$ cat config.mk
export PLATFORM = sky130hd
export DESIGN_NAME = uart_rx_cmd_ctrl
export DESIGN_NICKNAME = d
export VERILOG_FILES = /design/src/rtl/uart_pkg.sv /design/src/rtl/uart_timeout_cnt.sv /design/src/rtl/uart_rx_cmd_ctrl.sv
export SDC_FILE = /design/constraint.sdc
export NUM_CORES = 1
export LEC_CHECK = 0
export CORE_ASPECT_RATIO = 1.25
export CORE_UTILIZATION = 50
export CTS_BUF_LIST = sky130_fd_sc_hd__clkbuf_16
export DETAILED_ROUTE_END_ITERATION = 8
export PLACE_DENSITY_LB_ADDON = 0.2
export SKIP_LAST_GASP = 1
export SYNTH_ARGS = -nofsm -noshare
export SYNTH_HDL_FRONTEND = slang
export SYNTH_SLANG_ARGS = --single-unit
$ cat constraint.sdc
create_clock -name RXFSM_CLK -period 2.8 [get_ports RXFSM_CLK]
set_input_delay 0.42 -clock RXFSM_CLK [delete_from_list [all_inputs] [get_ports RXFSM_CLK]]
set_output_delay 0.42 -clock RXFSM_CLK [all_outputs]
set_load 0.005 [all_outputs]
$ cat src/rtl/uart_pkg.sv
// Shared definitions for the UART RX command sequencer: opcodes, the
// Gray-coded state encoding and default widths.
package uart_pkg;

  localparam int DEF_DATA_WIDTH     = 8;
  localparam int DEF_ADDR_WIDTH     = 4;
  localparam int DEF_TIMEOUT_CYCLES = 1024;
  localparam int DEF_CNT_WIDTH      = 10;

  localparam logic [7:0] CMD_WRITE = 8'hAA;
  localparam logic [7:0] CMD_READ  = 8'hBB;

  // Gray sequence: every transition along the normal command flow
  // (IDLE->WR_ADDR->WR_DATA, IDLE->RD_ADDR->RD_WAIT->TX_WAIT) flips one bit.
  localparam logic [2:0] ST_IDLE    = 3'b000;
  localparam logic [2:0] ST_WR_ADDR = 3'b001;
  localparam logic [2:0] ST_WR_DATA = 3'b011;
  localparam logic [2:0] ST_RD_ADDR = 3'b010;
  localparam logic [2:0] ST_RD_WAIT = 3'b110;
  localparam logic [2:0] ST_TX_WAIT = 3'b111;

  typedef enum logic [2:0] {
    IDLE    = ST_IDLE,
    WR_ADDR = ST_WR_ADDR,
    WR_DATA = ST_WR_DATA,
    RD_ADDR = ST_RD_ADDR,
    RD_WAIT = ST_RD_WAIT,
    TX_WAIT = ST_TX_WAIT
  } state_t;

  // States that wait on the next byte of a command and are guarded by the
  // inter-byte timeout.
  function automatic logic is_timed(state_t s);
    return (s == WR_ADDR) || (s == WR_DATA) || (s == RD_ADDR);
  endfunction

endpackage

$ cat src/rtl/uart_timeout_cnt.sv
// Inter-byte idle counter. Clears on request or while disabled, counts
// while enabled and flags the terminal count TIMEOUT_CYCLES-1.
module uart_timeout_cnt
  import uart_pkg::*;
#(
  parameter int CNT_WIDTH      = DEF_CNT_WIDTH,
  parameter int TIMEOUT_CYCLES = DEF_TIMEOUT_CYCLES
) (
  input  logic RXFSM_CLK,
  input  logic RXFSM_RST,
  input  logic clr,
  input  logic en,
  output logic tc
);

  logic [CNT_WIDTH-1:0] cnt;

  assign tc = en && (cnt == CNT_WIDTH'(TIMEOUT_CYCLES - 1));

  // Counter register; holds at terminal count so it can never wrap.
  always_ff @(posedge RXFSM_CLK or negedge RXFSM_RST) begin
    if (!RXFSM_RST) begin
      cnt <= '0;
    end else if (clr || !en) begin
      cnt <= '0;
    end else if (!tc) begin
      cnt <= cnt + 1'b1;
    end
  end

endmodule

$ cat src/rtl/uart_rx_cmd_ctrl.sv
// Command sequencer behind the UART RX path: parses AA/addr/data writes
// and BB/addr reads, drives register-file strobes and returns read data
// through the TX path. All outputs are registered.
module uart_rx_cmd_ctrl
  import uart_pkg::*;
#(
  parameter int DATA_WIDTH     = DEF_DATA_WIDTH,
  parameter int ADDR_WIDTH     = DEF_ADDR_WIDTH,
  parameter int TIMEOUT_CYCLES = DEF_TIMEOUT_CYCLES,
  parameter int CNT_WIDTH      = DEF_CNT_WIDTH
) (
  input  logic                  RXFSM_CLK,
  input  logic                  RXFSM_RST,
  input  logic [DATA_WIDTH-1:0] RX_P_DATA,
  input  logic                  RX_DATA_VALID,
  input  logic                  RX_FRAME_ERR,
  output logic                  RF_WR_EN,
  output logic                  RF_RD_EN,
  output logic [ADDR_WIDTH-1:0] RF_ADDR,
  output logic [DATA_WIDTH-1:0] RF_WR_DATA,
  input  logic [DATA_WIDTH-1:0] RF_RD_DATA,
  input  logic                  RF_RD_DATA_VALID,
  output logic [DATA_WIDTH-1:0] TX_P_DATA,
  output logic                  TX_DATA_VALID,
  input  logic                  TX_BUSY,
  output logic                  CMD_ERR
);

  state_t state, state_nxt;
  logic   wr_en_nxt, rd_en_nxt, tx_vld_nxt, err_nxt;
  logic   addr_ld, wr_data_ld, rd_data_ld;
  logic   byte_ok, addr_ok, tmo_tc, tmo_clr, tmo_en;

  assign byte_ok = RX_DATA_VALID && !RX_FRAME_ERR;
  // Only the low ADDR_WIDTH bits of an address byte may be set.
  assign addr_ok = ((RX_P_DATA >> ADDR_WIDTH) == '0);

  // Any byte restarts the idle window, as does entering a waiting state.
  assign tmo_en  = is_timed(state);
  assign tmo_clr = RX_DATA_VALID || (is_timed(state_nxt) && (state_nxt != state));

  uart_timeout_cnt #(
    .CNT_WIDTH      (CNT_WIDTH),
    .TIMEOUT_CYCLES (TIMEOUT_CYCLES)
  ) u_timeout (
    .RXFSM_CLK (RXFSM_CLK),
    .RXFSM_RST (RXFSM_RST),
    .clr       (tmo_clr),
    .en        (tmo_en),
    .tc        (tmo_tc)
  );

  // State register.
  always_ff @(posedge RXFSM_CLK or negedge RXFSM_RST) begin
    if (!RXFSM_RST) state <= IDLE;
    else            state <= state_nxt;
  end

  // Next-state decode and next-cycle strobe values; a byte in the same
  // cycle as the timeout terminal count takes priority.
  always_comb begin
    state_nxt  = state;
    wr_en_nxt  = 1'b0;
    rd_en_nxt  = 1'b0;
    tx_vld_nxt = 1'b0;
    err_nxt    = 1'b0;
    addr_ld    = 1'b0;
    wr_data_ld = 1'b0;
    rd_data_ld = 1'b0;
    case (state)
      IDLE: begin
        if (byte_ok && (RX_P_DATA == DATA_WIDTH'(CMD_WRITE))) begin
          state_nxt = WR_ADDR;
        end else if (byte_ok && (RX_P_DATA == DATA_WIDTH'(CMD_READ))) begin
          state_nxt = RD_ADDR;
        end else if (RX_DATA_VALID) begin
          err_nxt = 1'b1;
        end
      end
      WR_ADDR, RD_ADDR: begin
        if (RX_DATA_VALID) begin
          if (RX_FRAME_ERR || !addr_ok) begin
            state_nxt = IDLE;
            err_nxt   = 1'b1;
          end else begin
            addr_ld = 1'b1;
            if (state == WR_ADDR) begin
              state_nxt = WR_DATA;
            end else begin
              state_nxt = RD_WAIT;
              rd_en_nxt = 1'b1;
            end
          end
        end else if (tmo_tc) begin
          state_nxt = IDLE;
          err_nxt   = 1'b1;
        end
      end
      WR_DATA: begin
        if (RX_DATA_VALID) begin
          state_nxt = IDLE;
          if (RX_FRAME_ERR) begin
            err_nxt = 1'b1;
          end else begin
            wr_en_nxt  = 1'b1;
            wr_data_ld = 1'b1;
          end
        end else if (tmo_tc) begin
          state_nxt = IDLE;
          err_nxt   = 1'b1;
        end
      end
      RD_WAIT: begin
        err_nxt = RX_DATA_VALID;
        if (RF_RD_DATA_VALID) begin
          rd_data_ld = 1'b1;
          state_nxt  = TX_WAIT;
        end
      end
      TX_WAIT: begin
        err_nxt = RX_DATA_VALID;
        if (!TX_BUSY) begin
          tx_vld_nxt = 1'b1;
          state_nxt  = IDLE;
        end
      end
      default: state_nxt = IDLE;
    endcase
  end

  // Output strobes and the address/data holding registers.
  always_ff @(posedge RXFSM_CLK or negedge RXFSM_RST) begin
    if (!RXFSM_RST) begin
      RF_WR_EN      <= 1'b0;
      RF_RD_EN      <= 1'b0;
      TX_DATA_VALID <= 1'b0;
      CMD_ERR       <= 1'b0;
      RF_ADDR       <= '0;
      RF_WR_DATA    <= '0;
      TX_P_DATA     <= '0;
    end else begin
      RF_WR_EN      <= wr_en_nxt;
      RF_RD_EN      <= rd_en_nxt;
      TX_DATA_VALID <= tx_vld_nxt;
      CMD_ERR       <= err_nxt;
      if (addr_ld)    RF_ADDR    <= RX_P_DATA[ADDR_WIDTH-1:0];
      if (wr_data_ld) RF_WR_DATA <= RX_P_DATA;
      if (rd_data_ld) TX_P_DATA  <= RF_RD_DATA;
    end
  end

endmodule

==> metrics, run 1 <==
Vias=1393; Worst Setup Slack, final=0.587 ns; clock-pin slew of the registers on the worst-case setup and hold paths=0.05 ns; antenna violations before repair=0; global-route wire length before repair=6780 um; initial drt markers=55; number of rows in the core area=24; Layout Nets=222; crit share post-route=79.0%; RSZ-0062 raised after global routing=no; critical path, cell by cell=clkdlybuf4s50_1 > nor3b_1 > nand2_1 > a2111oi_0 > a311oi_1; sort of element at the end of the critical path=flop; synthesized area divided by synthesized cell count=11.9 um^2; via density per instance=5.83; maximum ir drop on the vdd rail=0.000837 V; number of setup violations in the final report=0; top cells by area, synth=sky130_fd_sc_hd__dfrtp_1 (51%), sky130_fd_sc_hd__mux2_2 (7.5%), sky130_fd_sc_hd__mux2_4 (6.7%); most used flip-flop cell after synthesis=sky130_fd_sc_hd__dfrtp_1; sequential fraction of the synthesis area=51.4%; share of layout cells above drive strength 1=17.0%; CTS Buf Count=5; worst slew margin relative to its limit=57.1%; post-CTS setup buffer count=0; number of pins with negative max-slew slack in the final report=0; core occupancy in the finished layout=70.0%; clock skew after layout=0.00754 ns; via count of the first global-routing pass=1435; core area=3450 um^2; Die Width=55.7 um; Static Leak=0.00109 uW; sequential cell area in the final layout=926 um^2; Hold Fails Final Rpt=0; Avg WL per Cell=16.7 um; overall routed net length=3980 um; area taken by multi-input logic gates=798 um^2; Crit-path slowest cell=sky130_fd_sc_hd__a2111oi_0; CP top delay family=compound AO/OA/AOI/OAI gates; area fraction of the dominant cell type after synthesis=51.4%; global placement routability congestion=0.803; highest attainable clock frequency=452 MHz; outcome=complete, no violations; Buf/Inv on CP=1; critical path class=in -> reg; crit-path max cell delay=0.65 ns; list of most frequent post-synthesis cells=sky130_fd_sc_hd__dfrtp_1 (37), sky130_fd_sc_hd__mux2_2 (12), sky130_fd_sc_hd__nand2_1 (12); flip-flop and latch count after synthesis=37; HPWL Detailed=2870 um; Clock Tree Root=sky130_fd_sc_hd__clkbuf_16; count of synthesis-stage warnings from yosys=0; Antenna Violating Nets Remaining=0; highest net fanout along the worst path=6; total die area=3850 um^2; htree depth=2; power density over cell area=512 nW/um^2; library cell with the highest instance count after synthesis=sky130_fd_sc_hd__dfrtp_1; Initial Util=52.2%; type of origin of the critical path=primary input; Antenna Cells=0; count of flip-flops with a built-in enable after synthesis=0; overall track demand over capacity in global routing=22.8%; distinct cell type count after synthesis=41; clock tree from TritonCTS=yes; DR pass1 iterations=4; total negative slack=0 ns; hold-fix buffer count after cts=0; cell count after synthesis=151; count of max-cap constraint violations=0; Post-CTS Resized=0; library cell occupying the most area in the post-synthesis netlist=sky130_fd_sc_hd__dfrtp_1; fraction of synthesis flops using an asynchronous set or reset pin=100%; die height=69.1 um; total congestion overflow after global routing=0; post-synthesis instance area=1800 um^2; data arrival time of the critical path=2.34 ns; worst path required time=2.93 ns; largest net degree at the start of global routing=38; synthesis-to-layout area growth=34.0%; I/O Pins=46; worst min path class=reg -> reg; post-synthesis net count=174; clock tree buffer depth=2; number of remaining DRC errors=0; number of fill cells in the layout=257; final period demand of the worst path=2.21 ns; Skew-Pair Late Insertion Delay=0.28 ns; Num Clock Sinks=37; worst setup timing slack at the placement stage=0.420 ns; # port buffers=45; slew at the pin closest to its max-slew limit=0.627 ns
## registers in the layout, summed over array words and instances, names as in the netlist
name / count
u_timeout.cnt: 10
RF_WR_DATA: 8
TX_P_DATA: 8
RF_ADDR: 4
state: 3
CMD_ERR: 1
RF_RD_EN: 1
RF_WR_EN: 1
TX_DATA_VALID: 1
## worst register-to-register path, stage by stage, from the launching register on
cell and delay [ns]:
sky130_fd_sc_hd__dfrtp_1 0.48, sky130_fd_sc_hd__nor4_1 0.37, sky130_fd_sc_hd__nand2_1 0.14, sky130_fd_sc_hd__a2111oi_0 0.65, sky130_fd_sc_hd__a311oi_1 0.11
## metrics by stage
step	instance area, um^2	hold WS [ns]	power (uW)	std cells
2_1_floorplan	1800	0.124	568	151
3_3_place_gp	2250	0.486	628	231
3_5_place_dp	2250	0.494	630	231
4_1_cts	2420	0.507	1250	239
5_1_grt	2420	0.512	1280	239
6_report	2420	0.505	1240	239
## metal layers
layer,vias up,track usage [%],wire (um)
met1,661,25.9,1570
met4,0,11.7,101
met5,-,0,0
met2,62,39.2,2110
met3,12,5.44,207
li1,658,-,-
## cells by family (layout without fill, tap and decap cells)
group / after synthesis / after routing / share of synthesized area (%)
XOR/XNOR: 4 / 4 / 1.94
AND/OR/NAND/NOR: 53 / 53 / 17.6
buffers and inverters: 11 / 60 / 4.37
adder cells (fa/ha/maj): 1 / 1 / 0.694
flip-flops: 37 / 37 / 51.4
multiplexers: 21 / 21 / 14.7
AO/OA/AOI/OAI: 24 / 24 / 9.30
## path summary, 6_finish.rpt
| kind | start | slack, ns | endpoint | cells past startpoint |
|---|---|---|---|---|
| min in group asynchronous | RXFSM_RST | 0.55 | RF_WR_DATA[5]$_DFFE_PN0P_ | 2 |
| worst max-delay path | RX_DATA_VALID | 0.59 | CMD_ERR$_DFF_PN0_ | 5 |
| max in group asynchronous | RXFSM_RST | 1.92 | u_timeout.cnt[1]$_DFFE_PN0P_ | 2 |
| worst max register to register | state[2]$_DFF_PN0_ | 0.91 | CMD_ERR$_DFF_PN0_ | 4 |
| worst min-delay path | TX_P_DATA[1]$_DFFE_PN0P_ | 0.51 | TX_P_DATA[1]$_DFFE_PN0P_ | 1 |
| worst min register to register | TX_P_DATA[1]$_DFFE_PN0P_ | 0.51 | TX_P_DATA[1]$_DFFE_PN0P_ | 1 |
## where the power goes
group	total, uW	internal [uW]	switching (uW)
sequential	544	541	3.40
combinational	75.5	46.2	29.3
clock	616	413	203
## area by class of cell
cell class                      count  share of cell area, %
Inverter                            6                  0.932
Clock inverter                      3                   1.55
Clock buffer                        5                   5.18
Timing Repair Buffer               46                   19.0
Tap cell                           39                   2.02
Sequential cell                    37                   38.3
Multi-Input combinational cell    103                   33.0
## cells in the final DEF (no fill, tap or decap), types with 2 or more instances in the layout
| master | count |
|---|---|
| sky130_fd_sc_hd__clkdlybuf4s50_1 | 45 |
| sky130_fd_sc_hd__dfrtp_1 | 37 |
| sky130_fd_sc_hd__nand2_1 | 12 |
| sky130_fd_sc_hd__mux2_2 | 12 |
| sky130_fd_sc_hd__mux2_4 | 8 |
| sky130_fd_sc_hd__nand3_1 | 6 |
| sky130_fd_sc_hd__inv_1 | 6 |
| sky130_fd_sc_hd__nor2_1 | 6 |
| sky130_fd_sc_hd__nor3_1 | 5 |
| sky130_fd_sc_hd__o21ai_0 | 5 |
| sky130_fd_sc_hd__clkbuf_16 | 5 |
| sky130_fd_sc_hd__a21oi_1 | 4 |
| sky130_fd_sc_hd__nand4_1 | 3 |
| sky130_fd_sc_hd__o211ai_1 | 3 |
| sky130_fd_sc_hd__or3_1 | 3 |
| sky130_fd_sc_hd__xor2_1 | 3 |
| sky130_fd_sc_hd__o31ai_1 | 2 |
| sky130_fd_sc_hd__nor4_1 | 2 |
| sky130_fd_sc_hd__or2_2 | 2 |
| sky130_fd_sc_hd__o22ai_1 | 2 |
| sky130_fd_sc_hd__a311oi_1 | 2 |
| sky130_fd_sc_hd__a31oi_1 | 2 |
| sky130_fd_sc_hd__and3_1 | 2 |
| sky130_fd_sc_hd__or4_1 | 2 |
(Power assumes the default switching activity.)
==> run 2: changes to the inputs <==
Settings changed: CORE_UTILIZATION 50 to 44.
Clock period 2.8 ns to 1.9 ns, I/O delays scaled along.
==> metrics, run 2 (same netlist as run 1, synthesis figures left out) <==
clock skew after layout=0.00300 ns; cell area reported after detailed placement=2350 um^2; core occupancy in the finished layout=65.4%; die height=73.6 um; via density per instance=5.38; Vias=1437; HPWL Detailed=2970 um; Worst R2R Setup Slack=0.15 ns; Die Width=59.3 um; share of layout cells above drive strength 1=22.5%; Num Clock Sinks=37; Clock Tree Root=sky130_fd_sc_hd__clkbuf_16; Worst Setup Slack, final=0.146 ns; number of cells on the critical path=4; Crit-path slowest cell=sky130_fd_sc_hd__or4_4; number of rows in the core area=25; Avg WL per Cell=15.5 um; total negative slack=0 ns; Layout Nets=236; RSZ-0062 raised after global routing=no; outcome=complete, no violations; worst path required time=2.06 ns; overall track demand over capacity in global routing=21.0%; area of all placed cells without fillers=2520 um^2; worst min path class=in -> async; crit-path max cell delay=0.55 ns; number of remaining DRC errors=0; Skew-Pair Late Insertion Delay=0.27 ns; DR pass1 iterations=4; Static Leak=0.00115 uW; CP top delay family=simple AND/OR/NAND/NOR gates; worst slew margin relative to its limit=69.1%; clock tree buffer depth=2; most frequent cells in the layout=sky130_fd_sc_hd__clkdlybuf4s50_1 (45), sky130_fd_sc_hd__dfrtp_1 (37), sky130_fd_sc_hd__buf_4 (15); final period demand of the worst path=1.75 ns; Buf/Inv on CP=1; clock tree from TritonCTS=yes; critical path class=reg -> reg; clock-pin slew of the registers on the worst-case setup and hold paths=0.05 ns; initial drt markers=96; Reg-to-Reg Start=state[2]$_DFF_PN0_; highest net fanout along the worst path=9; synthesis-to-layout area growth=39.6%; Initial Util=46.9%; slew at the pin closest to its max-slew limit=0.463 ns; largest reg by FF count=u_timeout.cnt; antenna violations before repair=0; Antenna Cells=0; htree depth=2; power density over cell area=662 nW/um^2; CTS Buf Count=5; overall routed net length=4130 um; type of origin of the critical path=flop; total instance count after detailed placement=257; # port buffers=45; total die area=4360 um^2; largest net degree at the start of global routing=38; I/O Pins=46; number of cells in the finished layout apart from fillers=267; number of setup violations in the final report=0; total congestion overflow after global routing=0; number of pins with negative max-slew slack in the final report=0; core area=3850 um^2; maximum ir drop on the vdd rail=0.000594 V; Largest register FFs=10; Hold Fails Final Rpt=0; count of max-cap constraint violations=0; cells on worst reg2reg path=4; global placement routability congestion=0.940; crit share post-route=92.3%; sort of element at the end of the critical path=flop; worst setup timing slack at the placement stage=-0.0865 ns; Antenna Violating Nets Remaining=0; data arrival time of the critical path=1.91 ns; most frequent standard cell in the layout excluding fill and tap cells=sky130_fd_sc_hd__clkdlybuf4s50_1; Reg-to-Reg End=RF_WR_DATA[1]$_DFFE_PN0P_; via count of the first global-routing pass=1418; largest registers=u_timeout.cnt (10), RF_WR_DATA (8), TX_P_DATA (8); critical path, cell by cell=inv_1 > nand2_1 > or4_4 > mux2_4; global-route wire length before repair=6670 um; highest attainable clock frequency=570 MHz
run 2: area by class of cell:
class                           instances  area (um^2)
Timing Repair Buffer                   60          563
Fill cell                             317         1330
Sequential cell                        37          926
Tap cell                               54         67.6
Multi-Input combinational cell        103          805
Clock inverter                          2         7.51
Clock buffer                            5          125
Inverter                                6         22.5
run 2: worst max-delay path by stage:
stage / start / endpoint / slack, ns
final: state[2]$_DFF_PN0_ / RF_WR_DATA[1]$_DFFE_PN0P_ / 0.15
after global routing: state[2]$_DFF_PN0_ / CMD_ERR$_DFF_PN0_ / 0.02
after CTS: u_timeout.cnt[0]$_DFFE_PN0P_ / CMD_ERR$_DFF_PN0_ / 0.16
after detailed placement: RX_DATA_VALID / CMD_ERR$_DFF_PN0_ / -0.09
after global placement: RX_DATA_VALID / RF_WR_DATA[2]$_DFFE_PN0P_ / -0.03
after floorplan: state[2]$_DFF_PN0_ / RF_WR_DATA[0]$_DFFE_PN0P_ / 0.29
run 2: layer usage:
metal | track usage [%] | wire [um] | up-vias
met5 | 0 | 0 | -
li1 | - | - | 681
met2 | 37.2 | 2130 | 51
met4 | 8.99 | 97 | 0
met3 | 5.81 | 220 | 10
met1 | 23.2 | 1690 | 695
run 2: power by group:
part / internal (uW) / switching, uW / leakage (uW) / total, uW
registers: 798 / 5.19 / 0.000511 / 803
clock network: 467 / 271 / 0.0000685 / 738
logic: 77.7 / 46.5 / 0.000573 / 124
run 2: worst register-to-register path, cell delays in order (launching register included):
cell                      delay [ns]
sky130_fd_sc_hd__dfrtp_1        0.49
sky130_fd_sc_hd__inv_1          0.16
sky130_fd_sc_hd__nand2_1        0.11
sky130_fd_sc_hd__or4_4          0.55
sky130_fd_sc_hd__mux2_4         0.34
run 2: through the flow:
step | total power, uW | hold slack (ns)
finish | 1670 | 0.432
global placement | 937 | 0.487
floorplan | 837 | -0.0106
global route | 1730 | 0.484
CTS | 1690 | 0.459
detailed placement | 940 | 0.491
run 2: timing repair:
| item | CTS | global route |
|---|---|---|
| setup buffers | 0 | 3 |
| resized for setup | 0 | 1 |
| endpoints found under the setup margin | 0 | 1 |
| hold buffers | 0 | 0 |
==> run 3: changes to the inputs <==
Settings changed: MAX_ROUTING_LAYER from default to met4.
==> metrics, run 3 (same netlist as run 1, synthesis figures left out) <==
RSZ-0062 raised after global routing=no; clock skew after layout=0.00287 ns; via count of the first global-routing pass=1418; hold-fix buffer count after cts=0; Die Width=59.3 um; largest net degree at the start of global routing=38; Skew-Pair Late Insertion Delay=0.27 ns; crit share post-route=92.5%; I/O Pins=46; final period demand of the worst path=1.76 ns; global-route wire length before repair=6670 um; htree depth=2; core area=3850 um^2; total die area=4360 um^2; worst min path class=in -> async; area of all placed cells without fillers=2520 um^2; fraction of power consumed by the clock network=44.3%; critical path class=reg -> reg; Internal Pwr Total=1340 uW; antenna violations before repair=0; total congestion overflow after global routing=0; Antenna Cells=0; largest reg by FF count=u_timeout.cnt; type of origin of the critical path=flop; synthesis-to-layout area growth=39.6%; DR pass1 iterations=4; highest net fanout along the worst path=9; number of rows in the core area=25; Clock Tree Root=sky130_fd_sc_hd__clkbuf_16; CP top delay family=simple AND/OR/NAND/NOR gates; data arrival time of the critical path=1.92 ns; Avg WL per Cell=15.5 um; worst slew margin relative to its limit=69.1%; highest attainable clock frequency=569 MHz; Buf/Inv on CP=1; most frequent standard cell in the layout excluding fill and tap cells=sky130_fd_sc_hd__clkdlybuf4s50_1; number of pins with negative max-slew slack in the final report=0; critical path, cell by cell=inv_1 > nand2_1 > or4_4 > mux2_4; share of layout cells above drive strength 1=22.5%; power density over cell area=662 nW/um^2; initial drt markers=60; Hold Fails Final Rpt=0; largest registers=u_timeout.cnt (10), RF_WR_DATA (8), TX_P_DATA (8); most frequent cells in the layout=sky130_fd_sc_hd__clkdlybuf4s50_1 (45), sky130_fd_sc_hd__dfrtp_1 (37), sky130_fd_sc_hd__buf_4 (15); Antenna Violating Nets Remaining=0; Reg-to-Reg Start=state[2]$_DFF_PN0_; Layout Nets=236; worst path required time=2.06 ns; Largest register FFs=10; outcome=complete, no violations; Initial Util=46.9%; overall routed net length=4130 um; net switching power figure=322 uW; Worst Setup Slack, final=0.143 ns; number of remaining DRC errors=0; total negative slack=0 ns; die height=73.6 um; net switching fraction of the power=19.4%; # port buffers=45; Worst setup startpoint=state[2]$_DFF_PN0_; clock-pin slew of the registers on the worst-case setup and hold paths=0.05 ns; cell area reported after detailed placement=2350 um^2; worst setup timing slack at the placement stage=-0.0865 ns; count of max-cap constraint violations=0; crit-path max cell delay=0.55 ns; global placement routability congestion=0.956; logic gate share of total power=7.4%; clock tree from TritonCTS=yes; maximum ir drop on the vdd rail=0.000595 V; sort of element at the end of the critical path=flop; register share of total power=48.2%; via density per instance=5.40; HPWL Detailed=2970 um; Num Clock Sinks=37; Crit-path slowest cell=sky130_fd_sc_hd__or4_4; CTS Buf Count=5; clock tree buffer depth=2; overall track demand over capacity in global routing=21.7%; Static Leak=0.00115 uW; number of setup violations in the final report=0; Vias=1443; slew at the pin closest to its max-slew limit=0.464 ns
[run 3: cell counts in the layout (fill, tap and decap cells not counted)]
No cell type changed its count.
[run 3: final timing paths]
kind | to | slack (ns) | depth (start not counted)
worst max register to register | RF_WR_DATA[1]$_DFFE_PN0P_ | 0.14 | 4
worst max-delay path | RF_WR_DATA[1]$_DFFE_PN0P_ | 0.14 | 4
min in group RXFSM_CLK | TX_P_DATA[0]$_DFFE_PN0P_ | 0.50 | 1
worst min register to register | TX_P_DATA[0]$_DFFE_PN0P_ | 0.50 | 1
worst min-delay path | RF_WR_EN$_DFF_PN0_ | 0.43 | 2
max in group asynchronous | state[2]$_DFF_PN0_ | 1.13 | 2
[run 3: timing repair]
action                     in CTS  in global routing
setup buffers                   0                  3
setup endpoints to repair       0                  1
resized for setup               0                  1
[run 3: power groups by stage]
stage / Clock [uW] / Sequential [uW] / Combinational, uW
2_1_floorplan: 0 / 816 / 21.3
3_3_place_gp: 0 / 816 / 122
3_5_place_dp: 0 / 816 / 124
4_1_cts: 759 / 803 / 124
5_1_grt: 795 / 803 / 135
6_report: 739 / 803 / 124
[run 3: metal layers]
metal,vias to the layer above,track usage (%),wire (um)
met5,-,-,0
met3,10,5.81,211
met2,50,37.2,2160
met4,0,8.99,96
met1,703,23.2,1660
li1,680,-,-
[run 3: area by class of cell]
cell class | count | area (um^2)
multi-input cells | 103 | 805
clock inverters | 2 | 7.51
repair buffers | 60 | 563
inverters | 6 | 22.5
well taps | 54 | 67.6
clock buffers | 5 | 125
fillers | 317 | 1330
flip-flops and latches | 37 | 926
[run 3: stage by stage]
step	std cells	util (%)	total power [uW]	hold WS [ns]
final	267	65.4	1670	0.431
after global routing	267	65.4	1730	0.484
after CTS	264	64.7	1690	0.459
after detailed placement	257	61.2	940	0.491
after global placement	257	61.2	937	0.487
after floorplan	151	-	837	-0.0106
